File: config.mk
export PLATFORM = sky130hd
export DESIGN_NAME = lsu_ctrl
export DESIGN_NICKNAME = d
export VERILOG_FILES = /design/src/rtl/lsu_ctrl.sv
export SDC_FILE = /design/constraint.sdc
export NUM_CORES = 1
export LEC_CHECK = 0
export BUFFER_PORTS_ARGS = -buffer_cell sky130_fd_sc_hd__buf_2
export CORE_ASPECT_RATIO = 1.4
export CORE_MARGIN = 1
export CORE_UTILIZATION = 30
export DETAILED_ROUTE_END_ITERATION = 7
export REMOVE_ABC_BUFFERS = 1
export SLEW_MARGIN = 20
export SYNTH_ARGS = -nofsm -noshare
export SYNTH_HDL_FRONTEND = slang
export SYNTH_SLANG_ARGS = --single-unit
File: constraint.sdc
create_clock -name clk_i -period 5.8 [get_ports clk_i]
set_input_delay 0.58 -clock clk_i [delete_from_list [all_inputs] [get_ports clk_i]]
set_output_delay 0.58 -clock clk_i [all_outputs]
set_load 0.1 [all_outputs]
File: src/rtl/lsu_ctrl.sv
// lsu_ctrl -- load/store unit controller between the pipeline and a cache port.
//
// Takes one memory operation at a time from the execute stage. It checks the
// operation for legality and alignment, issues a word-aligned request with byte
// strobes, and waits for the cache to complete it. Load data is returned aligned
// and sign- or zero-extended. An operation that stays in REQ+WAIT for too long
// is aborted.
//
// Ports
//   clk_i, rst_i           clock, synchronous active-high reset
//   valid_i                memory op present in the stage
//   mem_rw_i               1 = store, 0 = load
//   funct3_i               access size/sign (inst[14:12])
//   addr_i, wdata_i        byte address, store data (rs2)
//   stall_o                hold the pipeline
//   rdata_o                aligned/extended load data (valid in DONE, held after)
//   misalign_o             one-cycle pulse: illegal or misaligned access
//   err_o                  one-cycle pulse (in DONE): operation aborted on timeout
//   req_valid_o/req_ready_i, req_we_o, req_addr_o, req_wdata_o, req_wstrb_o
//                          cache request channel
//   resp_valid_i, resp_rdata_i   cache completion and read word
module lsu_ctrl #(
  parameter int TIMEOUT_CYC = 255
) (
  input  logic        clk_i,
  input  logic        rst_i,
  input  logic        valid_i,
  input  logic        mem_rw_i,
  input  logic [2:0]  funct3_i,
  input  logic [31:0] addr_i,
  input  logic [31:0] wdata_i,
  output logic        stall_o,
  output logic [31:0] rdata_o,
  output logic        misalign_o,
  output logic        err_o,
  output logic        req_valid_o,
  input  logic        req_ready_i,
  output logic        req_we_o,
  output logic [31:0] req_addr_o,
  output logic [31:0] req_wdata_o,
  output logic [3:0]  req_wstrb_o,
  input  logic        resp_valid_i,
  input  logic [31:0] resp_rdata_i
);

  // The counter is at least 8 bits wide, and wider if TIMEOUT_CYC needs it.
  localparam int CW = ($clog2(TIMEOUT_CYC + 1) > 8) ? $clog2(TIMEOUT_CYC + 1) : 8;
  localparam logic [CW-1:0] CNT_LAST = CW'(TIMEOUT_CYC - 1);

  typedef enum logic [1:0] {ST_IDLE, ST_REQ, ST_WAIT, ST_DONE} state_t;

  state_t        r_state;
  state_t        w_state_next;
  logic [CW-1:0] r_cnt;
  logic [31:0]   r_addr;
  logic [31:0]   r_wdata;
  logic [3:0]    r_wstrb;
  logic          r_we;
  logic [2:0]    r_funct3;
  logic [1:0]    r_off;
  logic [31:0]   r_rdata;
  logic          r_err;

  logic          w_f3_ok;
  logic          w_aligned;
  logic          w_legal;
  logic [3:0]    w_wstrb;
  logic [31:0]   w_wdata_lane;
  logic [31:0]   w_shifted;
  logic [31:0]   w_load_data;
  logic          w_timeout;

  // Decode the legality of the incoming operation.
  always_comb begin
    w_f3_ok   = 1'b0;
    w_aligned = 1'b1;
    case (funct3_i)
      3'b000, 3'b001, 3'b010: w_f3_ok = 1'b1;
      3'b100, 3'b101:         w_f3_ok = ~mem_rw_i;  // unsigned forms exist only for loads
      default:                w_f3_ok = 1'b0;
    endcase
    case (funct3_i[1:0])
      2'b01:   w_aligned = ~addr_i[0];
      2'b10:   w_aligned = (addr_i[1:0] == 2'b00);
      default: w_aligned = 1'b1;
    endcase
  end

  assign w_legal = w_f3_ok & w_aligned;

  // Place the store data on its lanes. The data is replicated, so the strobes
  // alone pick which bytes get written.
  always_comb begin
    w_wstrb      = 4'b1111;
    w_wdata_lane = wdata_i;
    case (funct3_i[1:0])
      2'b00: begin
        w_wstrb      = 4'b0001 << addr_i[1:0];
        w_wdata_lane = {4{wdata_i[7:0]}};
      end
      2'b01: begin
        w_wstrb      = addr_i[1] ? 4'b1100 : 4'b0011;
        w_wdata_lane = {2{wdata_i[15:0]}};
      end
      default: begin
        w_wstrb      = 4'b1111;
        w_wdata_lane = wdata_i;
      end
    endcase
    if (!mem_rw_i) begin
      w_wstrb = 4'b0000;
    end
  end

  // Shift the addressed byte/half down to bit 0, then extend it.
  assign w_shifted = resp_rdata_i >> {r_off, 3'b000};

  always_comb begin
    w_load_data = w_shifted;
    case (r_funct3)
      3'b000:  w_load_data = {{24{w_shifted[7]}}, w_shifted[7:0]};
      3'b001:  w_load_data = {{16{w_shifted[15]}}, w_shifted[15:0]};
      3'b100:  w_load_data = {24'd0, w_shifted[7:0]};
      3'b101:  w_load_data = {16'd0, w_shifted[15:0]};
      default: w_load_data = w_shifted;
    endcase
  end

  // r_cnt is 0 in the first REQ cycle. It hits CNT_LAST in the
  // TIMEOUT_CYC-th cycle spent in REQ+WAIT.
  assign w_timeout = (r_cnt == CNT_LAST);

  always_comb begin
    w_state_next = r_state;
    stall_o      = 1'b0;
    misalign_o   = 1'b0;
    case (r_state)
      ST_IDLE: begin
        if (valid_i) begin
          if (w_legal) begin
            w_state_next = ST_REQ;
            stall_o      = 1'b1;
          end else begin
            misalign_o   = 1'b1;
          end
        end
      end
      ST_REQ: begin
        stall_o = 1'b1;
        // If the handshake comes in the last allowed cycle, there is no cycle
        // left for a response, so the timeout wins.
        if (w_timeout) begin
          w_state_next = ST_DONE;
        end else if (req_ready_i) begin
          w_state_next = ST_WAIT;
        end
      end
      ST_WAIT: begin
        stall_o = 1'b1;
        if (resp_valid_i || w_timeout) begin
          w_state_next = ST_DONE;
        end
      end
      default: begin
        w_state_next = ST_IDLE;
      end
    endcase
  end

  always_ff @(posedge clk_i) begin
    if (rst_i) begin
      r_state  <= ST_IDLE;
      r_cnt    <= '0;
      r_addr   <= '0;
      r_wdata  <= '0;
      r_wstrb  <= '0;
      r_we     <= 1'b0;
      r_funct3 <= '0;
      r_off    <= '0;
      r_rdata  <= '0;
      r_err    <= 1'b0;
    end else begin
      r_state <= w_state_next;
      r_err   <= 1'b0;
      case (r_state)
        ST_IDLE: begin
          if (valid_i && w_legal) begin
            r_addr   <= {addr_i[31:2], 2'b00};
            r_off    <= addr_i[1:0];
            r_funct3 <= funct3_i;
            r_we     <= mem_rw_i;
            r_wdata  <= w_wdata_lane;
            r_wstrb  <= w_wstrb;
            r_cnt    <= '0;
          end
        end
        ST_REQ, ST_WAIT: begin
          r_cnt <= r_cnt + 1'b1;
          if (r_state == ST_WAIT && resp_valid_i) begin
            r_rdata <= w_load_data;
          end else if (w_timeout) begin
            r_rdata <= '0;
            r_err   <= 1'b1;
          end
        end
        default: ;
      endcase
    end
  end

  assign rdata_o     = r_rdata;
  assign err_o       = r_err;
  assign req_valid_o = (r_state == ST_REQ);
  assign req_we_o    = r_we;
  assign req_addr_o  = r_addr;
  assign req_wdata_o = r_wdata;
  assign req_wstrb_o = r_wstrb;

endmodule

==> results by group <==
Floorplanning
  – Die Area: 0.0174 sq mm
  – Die Wd: 112 um
  – Boundary Pins: 210
  – Die Y: 156 um
  – Core box area: 0.0163 sq mm
  – Num rows: 55
  – Starting Density: 0.310

Yosys
  – Most numerous cell in the Yosys netlist: nand2_1
  – Synthesized area: 0.00506 sq mm
  – Average size of a mapped cell: 8.30 sq um
  – Synth Warn #: 0
  – Post-synthesis sequential area ratio: 0.455
  – #FFs+latches synth: 115
  – Synth area leaders: dfxtp_1 45%, nand2_1 9.6%, a21oi_1 6.7%
  – Synth cell types: 49
  – Post-synthesis cell count: 610
  – Synth top area share: 0.455
  – EDFF count, synth: 0
  – Ys async rst share: 0
  – Dominant cell type by area after synthesis: dfxtp_1
  – Post-synth top cells: 129 x nand2_1, 115 x dfxtp_1, 68 x a21oi_1, 47 x nor2_1, 31 x clkbuf_1
  – Post-synth top flop: dfxtp_1

Critical path
  – Worst Path Buf+Inv: 3
  – Crit-path leading delay family: buffers and inverters
  – Worst-path cell chain: buf_2 -> inv_1 -> ha_1 -> nand2b_1 -> a311o_1 -> nor2_4 -> nor2_1 -> nor2_1 -> buf_2
  – Worst Path Required: 5220 ps
  – Crit path kind: input port to primary output
  – Setup crit end kind: primary output
  – Critical Path Slowest Stage Cell: ha_1
  – Crit-path max FO: 15
  – Worst setup SP type: input port
  – CP peak stage delay: 510 ps
  – Arrival @ worst endpoint: 2520 ps

Place
  – Detail Placement HPWL: 10.8 mm
  – Placer congestion estimate: 0.830
  – Pre-CTS setup slack: 2630 ps
  – Port-buffer cells: 207

Clocking
  – CTS sink cnt: 115
  – H-tree depth: 4
  – Clock Tree Buf Depth: 2
  – CTS tree: built
  – Setup bufs post-CTS: 0
  – Post-CTS resize count: 0
  – Clock Latency Late Sink: 410 ps
  – CTS buffer count: 17
  – Clock tree root buffer cell: clkbuf_16
  – # hold bufs at CTS: 0
  – Worst-path clk slew: 50 ps

Drt
  – Routed via count: 5,002
  – DRT antenna net count: 0
  – DRT Wirelength: 15.3 mm
  – Post-route DRC: 19
  – Wire per inst: 15.2 um
  – TritonRoute pass-1 iters: 7
  – Iteration-0 DRC Markers: 323
  – DR vias/cell: 4.97

STA
  – Fin crit period: 3100 ps
  – Setup Skew: 6.85 ps
  – Setup violations, final: 0
  – Worst-margin pin slew: 981 ps
  – Setup ws final: 2700 ps
  – Unrepaired setup endpoints after global routing: false
  – Max_slew headroom: 0.346
  – Hold Violations, Final: 0
  – Period utilisation layout: 0.534
  – Hold Slack: 406 ps
  – Slew Limit Fails: 0
  – Setup TNS Final: 0 ps
  – FMAX: 323 MHz

Final layout
  – Area delta synth->final: 33.9%
  – Antenna diodes: 0
  – FILL cells: 1,697
  – Layout cell share with drive strength beyond 1: 0.307
  – Final nets: 909

GRT
  – First-pass GRT wire length: 24.1 mm
  – Initial antenna violation count: 0
  – All-Layer GR Usage: 0.178
  – Vias in the first global route: 4,770
  – Largest net degree at the start of global routing: 89
  – GR Overflow Total: 0

Power and ir drop
  – P per Cell Area: 361 mW/mm^2
  – Leak: 3.00 nW
  – Max IR drop VDD: 0.162 mV

Outcome
  – Violated checks: DRC
  – Status: finished, violations left

Min path
  – Worst Hold Class: input port to flip-flop

Flow run
  – Number of max-cap violations: 0
[logic make-up after synthesis]
kind of cell | synth area share
AND/OR/NAND/NOR | 0.196
AO/OA/AOI/OAI | 0.239
flip-flops | 0.455
buffers and inverters | 0.0499
multiplexers | 0.0376
adder cells (fa/ha/maj) | 0.0223
other | 0.000741
[metrics by stage]
step / util / total power [mW] / area [sq um] / instances
finish: 0.415 / 2.44 / 6780 / 1006
global route: 0.415 / 2.55 / 6780 / 1006
CTS: 0.415 / 2.47 / 6780 / 1006
detailed placement: 0.381 / 1.46 / 6210 / 975
global placement: 0.381 / 1.45 / 6210 / 975
floorplan: - / 1.31 / 4860 / 563
[state kept, by name, summed over array words and instances, names as in the netlist]
name         count
req_wstrb_o      4
req_addr_o      30
err_o            1
rdata_o         32
req_wdata_o     32
r_off            2
r_cnt            8
r_funct3         3
req_we_o         1
r_state          2
[report_power, final]
part	switching (mW)	internal, mW
combinational	0.461	0.127
clock	0.358	0.648
sequential	0.0218	0.828
[path summary, 6_finish.rpt]
path                       start              to  slack (ps)  cells past startpoint
hold / removal        addr_i[23]  req_addr_o[23]         410                      3
hold reg to reg   req_addr_o[15]  req_addr_o[15]         450                      2
setup reg to reg      r_state[1]     rdata_o[31]        3110                      7
setup / recovery     funct3_i[1]         stall_o        2700                      9
[tightest hold or removal path: stages]
cell	delay [ps]
buf_2	100
nand2_1	40
a21oi_1	50
[cell usage in the layout (no fill, tap or decap), types with 3 or more instances in the layout]
cell type,instances
buf_2,207
nand2_1,129
dfxtp_1,115
a21oi_1,68
nor2_1,47
mux2i_1,19
clkbuf_16,17
a211oi_1,16
o21ai_0,15
a211o_1,15
inv_1,12
nor3_1,10
nor2b_1,10
nand3_1,9
o2bb2ai_1,9
a22o_1,9
ha_1,9
a221o_1,8
a311oi_1,8
a32oi_1,7
buf_4,6
o31ai_1,5
a21boi_1,5
clkinv_2,5
or3b_1,3
or3_1,3
[cell type report]
cell class / instances / area, sq um / area share
repair buffers: 213 / 1080 / 0.160
flip-flops and latches: 115 / 2300 / 0.340
well taps: 199 / 249 / 0.0367
multi-input cells: 436 / 2530 / 0.373
clock buffers: 21 / 460 / 0.0680
clock inverters: 10 / 109 / 0.0161
inverters: 12 / 45.0 / 0.00665
[layer usage]
| layer | GRT usage | share of wire |
|---|---|---|
| met1 | 0.204 | 0.43 |
| met2 | 0.302 | 0.48 |
| met3 | 0.0598 | 0.075 |
| met4 | 0.0727 | 0.021 |
| met5 | 0 | 0 |
(Power assumes the default switching activity.)
